<file path="src/rtl/display_scanner.sv">
// Four-digit seven-segment scanner. A synchronized 120 Hz tick advances the
// digit index; each digit slot is preceded by an all-anodes-off blanking gap
// so segment changes never ghost onto the neighbouring digit. A full 4-digit
// snapshot is taken whenever the index wraps to digit 0.
module display_scanner #(
  parameter int unsigned BLANK_CYCLES = 4
) (
  input  logic        i_Clk,
  input  logic        i_Reset,
  input  logic        i_Clk_120Hz,
  input  logic [15:0] i_Digits,
  input  logic [3:0]  i_Dp,
  input  logic [3:0]  i_Blank,
  output logic [3:0]  o_Anodes,
  output logic [6:0]  o_Segments,
  output logic        o_Dp,
  output logic        o_Frame
);

  typedef enum logic [1:0] {StIdle, StBlank, StShow} state_e;

  localparam logic [7:0] LastCnt = 8'(BLANK_CYCLES - 1);

  // Synchronizer, history flop and a validity shift that marks when s3 holds
  // real sampled data (blocks a false tick if the input is high at release).
  logic       r_s1, r_s2, r_s3;
  logic [2:0] r_vld;
  logic       w_tick;

  state_e      r_state, w_state_d;
  logic [1:0]  r_idx, w_idx_d, w_idx_inc;
  logic [7:0]  r_cnt, w_cnt_d;
  logic [15:0] r_frame_digits, w_frame_digits_d;
  logic [3:0]  r_frame_dp, w_frame_dp_d;
  logic [3:0]  r_frame_blank, w_frame_blank_d;
  logic [3:0]  r_anodes, w_anodes_d;
  logic [6:0]  r_segments, w_segments_d;
  logic        r_dp, w_dp_d;
  logic        r_frame, w_frame_d;

  function automatic logic [6:0] f_decode(input logic [3:0] i_nib);
    logic [6:0] v;
    unique case (i_nib)
      4'h0: v = 7'b1000000;
      4'h1: v = 7'b1111001;
      4'h2: v = 7'b0100100;
      4'h3: v = 7'b0110000;
      4'h4: v = 7'b0011001;
      4'h5: v = 7'b0010010;
      4'h6: v = 7'b0000010;
      4'h7: v = 7'b1111000;
      4'h8: v = 7'b0000000;
      4'h9: v = 7'b0010000;
      4'hA: v = 7'b0001000;
      4'hB: v = 7'b0000011;
      4'hC: v = 7'b1000110;
      4'hD: v = 7'b0100001;
      4'hE: v = 7'b0000110;
      4'hF: v = 7'b0001110;
    endcase
    return v;
  endfunction

  // Input synchronizer and edge-history registers.
  always_ff @(posedge i_Clk or negedge i_Reset) begin
    if (!i_Reset) begin
      r_s1  <= 1'b0;
      r_s2  <= 1'b0;
      r_s3  <= 1'b0;
      r_vld <= 3'b000;
    end else begin
      r_s1  <= i_Clk_120Hz;
      r_s2  <= r_s1;
      r_s3  <= r_s2;
      r_vld <= {r_vld[1:0], 1'b1};
    end
  end

  assign w_tick    = r_s2 & ~r_s3 & r_vld[2];
  assign w_idx_inc = r_idx + 2'd1;

  // Scan state, frame snapshot and registered display outputs.
  always_ff @(posedge i_Clk or negedge i_Reset) begin
    if (!i_Reset) begin
      r_state        <= StIdle;
      r_idx          <= 2'd0;
      r_cnt          <= 8'd0;
      r_frame_digits <= 16'h0000;
      r_frame_dp     <= 4'h0;
      r_frame_blank  <= 4'h0;
      r_anodes       <= 4'b1111;
      r_segments     <= 7'b1111111;
      r_dp           <= 1'b1;
      r_frame        <= 1'b0;
    end else begin
      r_state        <= w_state_d;
      r_idx          <= w_idx_d;
      r_cnt          <= w_cnt_d;
      r_frame_digits <= w_frame_digits_d;
      r_frame_dp     <= w_frame_dp_d;
      r_frame_blank  <= w_frame_blank_d;
      r_anodes       <= w_anodes_d;
      r_segments     <= w_segments_d;
      r_dp           <= w_dp_d;
      r_frame        <= w_frame_d;
    end
  end

  // Next-state and next-output logic; outputs are computed for the state
  // being entered so they change on the same edge as the state.
  always_comb begin
    w_state_d        = r_state;
    w_idx_d          = r_idx;
    w_cnt_d          = r_cnt;
    w_frame_digits_d = r_frame_digits;
    w_frame_dp_d     = r_frame_dp;
    w_frame_blank_d  = r_frame_blank;
    w_anodes_d       = r_anodes;
    w_segments_d     = r_segments;
    w_dp_d           = r_dp;
    w_frame_d        = 1'b0;

    unique case (r_state)
      StIdle: begin
        w_anodes_d   = 4'b1111;
        w_segments_d = 7'b1111111;
        w_dp_d       = 1'b1;
        if (w_tick) begin
          w_state_d        = StBlank;
          w_idx_d          = 2'd0;
          w_cnt_d          = 8'd0;
          w_frame_digits_d = i_Digits;
          w_frame_dp_d     = i_Dp;
          w_frame_blank_d  = i_Blank;
          w_frame_d        = 1'b1;
          w_segments_d     = f_decode(i_Digits[3:0]);
          w_dp_d           = ~i_Dp[0];
        end
      end
      StBlank: begin
        // Ticks here are dropped: neither index nor count is touched.
        w_anodes_d = 4'b1111;
        if (r_cnt == LastCnt) begin
          w_state_d  = StShow;
          w_anodes_d = r_frame_blank[r_idx] ? 4'b1111 : ~(4'b0001 << r_idx);
        end else begin
          w_cnt_d = r_cnt + 8'd1;
        end
      end
      StShow: begin
        if (w_tick) begin
          w_state_d  = StBlank;
          w_idx_d    = w_idx_inc;
          w_cnt_d    = 8'd0;
          w_anodes_d = 4'b1111;
          if (w_idx_inc == 2'd0) begin
            w_frame_digits_d = i_Digits;
            w_frame_dp_d     = i_Dp;
            w_frame_blank_d  = i_Blank;
            w_frame_d        = 1'b1;
            w_segments_d     = f_decode(i_Digits[3:0]);
            w_dp_d           = ~i_Dp[0];
          end else begin
            w_segments_d = f_decode(r_frame_digits[{w_idx_inc, 2'b00} +: 4]);
            w_dp_d       = ~r_frame_dp[w_idx_inc];
          end
        end
      end
      default: begin
        w_state_d    = StIdle;
        w_anodes_d   = 4'b1111;
        w_segments_d = 7'b1111111;
        w_dp_d       = 1'b1;
      end
    endcase
  end

  assign o_Anodes   = r_anodes;
  assign o_Segments = r_segments;
  assign o_Dp       = r_dp;
  assign o_Frame    = r_frame;

endmodule

</file>
<file path="config.mk">
export PLATFORM = sky130hd
export DESIGN_NAME = display_scanner
export DESIGN_NICKNAME = d
export VERILOG_FILES = /design/src/rtl/display_scanner.sv
export SDC_FILE = /design/constraint.sdc
export NUM_CORES = 1
export LEC_CHECK = 0
export BUFFER_PORTS_ARGS = -buffer_cell sky130_fd_sc_hd__buf_2
export CAP_MARGIN = 20
export CORE_ASPECT_RATIO = 0.6
export CORE_MARGIN = 5
export CORE_UTILIZATION = 42
export DETAILED_ROUTE_END_ITERATION = 10
export PLACE_DENSITY_LB_ADDON = 0.05
export SLEW_MARGIN = 40
export SYNTH_ARGS = -nofsm -noshare
export SYNTH_HDL_FRONTEND = slang
export SYNTH_SLANG_ARGS = --single-unit
</file>
<file path="constraint.sdc">
create_clock -name i_Clk -period 2.14 [get_ports i_Clk]
set_input_delay 0.214 -clock i_Clk [delete_from_list [all_inputs] [get_ports i_Clk]]
set_output_delay 0.214 -clock i_Clk [all_outputs]
set_load 0.005 [all_outputs]
</file>
# ---- Yosys cells after proc, flatten, opt, wreduce, memory -nomap -nowiden
# Memory sizes are Yosys's and may differ from the RTL's.
# Index checks and enable logic that the tools add are counted.
dict set report word_totals {
  elab_cells 90
  register_bits 55
  mem_count 3
  inputBits 27
  romBits 336
}
# name depth word_bits rd rd_ports_with_merged_regs write_ports line
set memory_table {}
lappend memory_table {{(name not given)} 16 7 1 0 0 43} ;# unique case (i_nib)
lappend memory_table {{(name not given)} 16 7 1 0 0 43}
lappend memory_table {{(name not given)} 16 7 1 0 0 43}
dict set report op_classes {
  n_reduce_logical 10
  mux 41
  n_shift 2
  bitwise 7
  magnitude_cmp 2
  eq_ne 9
  add_sub_neg 2
}
# operator count
set op_table {}
lappend op_table {{16-bit 2-to-1 mux} 3}
lappend op_table {{4-bit 2-to-1 mux} 9}
lappend op_table {{16-bit one-hot mux with 2 select lines} 1}
lappend op_table {{4-bit one-hot mux with 2 select lines} 3}
lappend op_table {{7-bit 2-to-1 mux} 3}
lappend op_table {{7-bit one-hot mux with 3 select lines} 1}
lappend op_table {{8-bit 2-to-1 mux} 2}
lappend op_table {{8-bit one-hot mux with 2 select lines} 1}
lappend op_table {{16-bit by 5-bit variable part select with 4-bit output} 1}
lappend op_table {{2-bit inequality test (second input constant)} 5}
lappend op_table {{8-bit by 1-bit adder with 8-bit output (second input constant)} 1}
lappend op_table {{8-bit by 2-bit == test with 1-bit output (second input constant)} 1}
lappend op_table {{1-bit 2-to-1 mux} 8}
lappend op_table {{2-bit 2-to-1 mux} 4}
lappend op_table {{2-bit one-hot mux with 2 select lines} 2}
lappend op_table {{2-bit by 3-bit less-than comparator with 1-bit output (second input constant)} 2}
lappend op_table {{3-bit AND reduction} 2}
lappend op_table {{1-bit binary-select mux with 2-bit select} 2}
lappend op_table {{2-bit logical NOT} 2}
lappend op_table {{1-bit NOT} 4}
lappend op_table {{4-bit NOT} 1}
lappend op_table {{2-bit AND reduction} 2}
lappend op_table {{4-bit AND reduction} 1}
lappend op_table {{2-bit nonzero test} 2}
lappend op_table {{other kinds (9)} 10}

# ---- Longest topological paths before layout
dict set report depth {
  ltp_word 7
  ltp_mapped 11
}

# ---- Worst setup path before layout
# OpenSTA, ideal clock, no wires.
dict set report synth_path {
  kind {register to register}
  startpoint {reg r_idx[0]}
  endpoint {reg r_segments[0], in the netlist o_Segments[0]}
  stages_incl_launch_ff 10
  path_slack_ps -219
  path_buffers 2
  arrival_time_ps 2266
  setup_ps 94
  path_cell_list {dfrtp_1 > buf_6 > inv_1 > ha_1 > clkbuf_1 > mux4_1 > ha_1 > or3_1 > o221ai_1 > a31oi_1}
}
dict set report synth_between {
  elab_chain_cells 6
}
# element line
set synth_rtl {}
lappend synth_rtl {{start, declared} 31} ;# logic [1:0] r_idx, w_idx_d, w_idx_inc;
lappend synth_rtl {{start signal, assigned} 97} ;# r_idx <= w_idx_d;
lappend synth_rtl {{2-bit by 1-bit adder with 2-bit output *} 80} ;# assign w_idx_inc = r_idx + 2'd1;
lappend synth_rtl {{16-bit by 5-bit variable part select with 4-bit output} 164} ;# w_segments_d = f_decode(r_frame_digits[{w_idx_inc, 2'b00} +: 4]);
lappend synth_rtl {{memory read 16 x 7 bit} n/a}
lappend synth_rtl {{7-bit 2-to-1 mux *} 156} ;# if (w_idx_inc == 2'd0) begin
lappend synth_rtl {{7-bit 2-to-1 mux *} 151} ;# if (w_tick) begin
lappend synth_rtl {{7-bit one-hot mux with 3 select lines *} 123} ;# unique case (r_state)
lappend synth_rtl {{end signal, assigned} 103} ;# r_segments <= w_segments_d;
lappend synth_rtl {{end, declared} 37} ;# logic [6:0] r_segments, w_segments_d;
# Every way passes the cells marked *; elsewhere a longest branch is shown, timed or not. The select of a mux whose other input is x is not followed.
# A chain may end at the register's enable or synchronous reset.

# ---- Worst setup path in the final report
# Same ends and word-level chain as after synthesis.

==> results_dict.tcl <==
set metrics [dict create \
    outcome "finished clean" \
    fmax_mhz 479 \
    cp.required_ns 2.35 \
    wl_mm 6.42 \
    cp_data_arrival_time_ns 2.30 \
    most_instantiated_library_cell_after_synthesis "nand2_1" \
    power_report.internal_total_mw 2.83 \
    nNetsFinal 393 \
    relative_contribution_of_combinational_cells_to_total_power_pct 41.7 \
    cp_num_buf_inv 1 \
    path_cells "buf_4, mux4_2, ha_2, or3_1, o221ai_1, a31oi_1" \
    netlist.area_leader.share_pct 36.1 \
    cell_at_the_slowest_stage_of_the_critical_path "mux4_2" \
    synth_async_sr_flop_share_pct 100 \
    postSynthRegisterBits 55 \
    synthesis.yosys.warnings 0 \
    design.portCount 40 \
    commonest_cells_in_the_netlist "nand2_1, dfrtp_1, nor2_1, ha_1, o21ai_0" \
    mappedNetlistArea_mm2 0.00298 \
    ys_types 42 \
    clock_path_buffers 2 \
    final.fill_count 661 \
    r2r_setup_slack_ns 0.05 \
    drt_drc_violations_left 0 \
    crit_path_end_kind "flip-flop" \
    antenna_found_initial 0 \
    pwr-share-clk_pct 21.4 \
    drt_pass1_iterations 4 \
    finalClockSkew_ns 0.00685 \
    path_delay_family "multiplexers" \
    switchingPower_mw 1.68 \
    worst_path_largest_cell_delay_ns 0.59 \
    place_worst_setup_slack_ns 0.0465 \
    syn_avg_cell_area_um2 9.87 \
    power_leakage_nw 1.68 \
    final_antenna_net_count 0 \
    finalPower_mw 4.51 \
    post-route-min-period_ns 2.09 \
    via_count_of_the_first_global_routing_pass 2094 \
    cap_violations 0 \
    buffers_on_ports 39 \
    yosys.area.top_type "dfrtp_1" \
    timing.final.hold_violations 0 \
    post-place-cells 425 \
    final-max-slew-violation-count 0 \
    critical_path_peak_fanout 5 \
    num_antenna_cells 0 \
    drt-vias-per-instance 5.04 \
    number_of_buffers_created_by_cts 5 \
    route.detailed.wl_per_inst_um 14.8 \
    hold_path_depth 1 \
    num_vias 2187 \
    coreArea_mm2 0.00679 \
    die_area_mm2 0.00894 \
    syn_to_layout_area_delta_pct 17.6 \
    hold_start "i_Clk_120Hz" \
    rsz0062_at_grt "true" \
    clock_sinks 55 \
    share_seq_of_total_power_pct 36.9 \
    largest_net_degree_at_the_start_of_global_routing 34 \
    routabilityCongestion 0.897 \
    clk_pin_slew_ns 0.07 \
    post_synthesis_net_count 349 \
    worst_r2r_path_depth 6 \
    cts_htree_levels 2 \
    hold_path_end "r_s1" \
    tns_ns 0 \
    path_class "reg -> reg" \
    grt_first_pass_wirelength_mm 10.7 \
    initial_utilization_pct 43.9 \
    clock_insertion_delay_at_the_later_pin_of_the_skew_report_ns 0.30 \
    globalRoute.totalOverflow 0 \
    std_cell_rows 23 \
    power_density_mw_per_mm2 1290 \
    final-setup-viol-count 0 \
    yosys-top-cells-area "dfrtp_1, dfstp_2, nand2_1, ha_1, mux4_1" \
    timing.hold.worst.class "in -> reg" \
    power.switching_fraction_pct 37.2 \
    setup_ws_ns 0.0504 \
    ir_worst_vdd_uv 559 \
    fraction_of_layout_instances_using_a_drive_strength_above_1_pct 25.4 \
    launching_element_type_of_the_critical_path "flip-flop" \
    post-route-period-util_pct 97.6 \
    r2r_start "r_idx[0]" \
    die-height_um 75.3 \
    die_w_um 119 \
    slew_headroom_pct 64.4 \
    timing_worst_slew_pin_value_ns 0.534 \
    yosysSeqAreaShare_pct 46.7 \
    cts_tree "done" \
    total_global_routing_track_utilization_pct 15.4 \
    clockRootBuffer "clkbuf_16" \
    detailedRoute.firstIterationViolations 160 \
    ys.flop_type "dfrtp_1" \
    final-instance-count-excl-fill 434 \
    dp_hpwl_mm 4.89 \
    r2r-end "o_Segments[0]" \
    synthCells 302 \
    holdWs_ns 0.0382 \
    synth_edf_count 0 \
]
[worst max-delay path by stage]
stage	startpoint	to	slack (ns)	depth (start not counted)
after floorplan	r_idx[0]	o_Segments[0]	0.005	9
after global placement	r_idx[0]	o_Segments[3]	0.13	8
after detailed placement	r_idx[0]	o_Segments[3]	0.05	8
after CTS	r_idx[0]	o_Segments[3]	0.03	8
after global routing	r_idx[0]	o_Segments[5]	-0.06	7
final	r_idx[0]	o_Segments[0]	0.05	6
[worst register-to-register path: stages, from the launching register on]
cell      delay (ns)
dfrtp_1         0.42
buf_4           0.18
mux4_2          0.59
ha_2            0.22
or3_1           0.37
o221ai_1        0.10
a31oi_1         0.11
[kinds of logic (layout without fill, tap and decap cells)]
family	count (synthesis)	in the layout	synth area share [%]
compound gates	45	45	9.24
xor+xnor	10	10	2.94
fa+ha+maj	20	20	8.40
buf+inv	29	74	4.95
flops	55	55	46.7
mux	17	17	9.70
other cells	1	1	0.126
simple gates	125	125	18.0
[cells in the final DEF (no fill, tap or decap), types with 3 or more instances in the layout]
master     count
clkbuf_16      5
nand2b_1       3
nand2_1       72
nor2_1        25
dfstp_2       12
a31oi_1        3
nand3_1        7
buf_2         39
nor2b_1        3
inv_1         11
o21ai_0       14
mux4_2         6
mux2i_1        6
buf_4         11
ha_1          17
xor2_1         8
o22ai_1        6
dfrtp_1       43
a21oi_1       12
mux2_2         3
[power groups by stage]
stage / clock (mW) / sequential, mW / combinational [mW]
floorplan: 0 / 1.61 / 1.42
global placement: 0 / 1.69 / 1.84
detailed placement: 0 / 1.68 / 1.85
CTS: 0.998 / 1.67 / 1.86
global route: 1.03 / 1.71 / 2.07
finish: 0.966 / 1.66 / 1.88
[metrics by stage]
stage | instance area (µm²) | util (%)
final | 3510 | 51.6
after global routing | 3510 | 51.6
after CTS | 3500 | 51.6
after detailed placement | 3320 | 48.9
after global placement | 3320 | 48.9
after floorplan | 3000 | -
[flip-flops by register name (all words and copies together) (netlist names)]
| register | count |
|---|---|
| r_s3 | 1 |
| r_state | 2 |
| r_s1 | 1 |
| o_Frame | 1 |
| r_s2 | 1 |
| o_Segments | 7 |
| r_vld | 3 |
| r_frame_blank | 4 |
| r_cnt | 8 |
| r_frame_dp | 4 |
| o_Dp | 1 |
| r_frame_digits | 16 |
| r_idx | 2 |
| o_Anodes | 4 |
[what timing repair did]
action                     in CTS  in global routing
hold endpoints to repair       18                  0
setup endpoints to repair       0                  3
buffers inserted                0                  0
gates resized for setup         0                  2
hold buffers                    1                  0
[area by class of cell]
| type | count | area [µm²] | area share (%) |
|---|---|---|---|
| inverters | 13 | 51.3 | 1.46 |
| repair buffers | 53 | 328 | 9.35 |
| multi-input cells | 218 | 1450 | 41.4 |
| clock inverters | 3 | 50.0 | 1.43 |
| clock buffers | 5 | 125 | 3.57 |
| well taps | 87 | 109 | 3.10 |
| flip-flops and latches | 55 | 1390 | 39.7 |
[layer usage]
layer	global-route usage, %	wire length, µm
met1	23.5	3430
met2	21.9	2550
met3	3.90	380
met4	3.47	50
met5	0	0
Power figures use the tool's default switching activity.
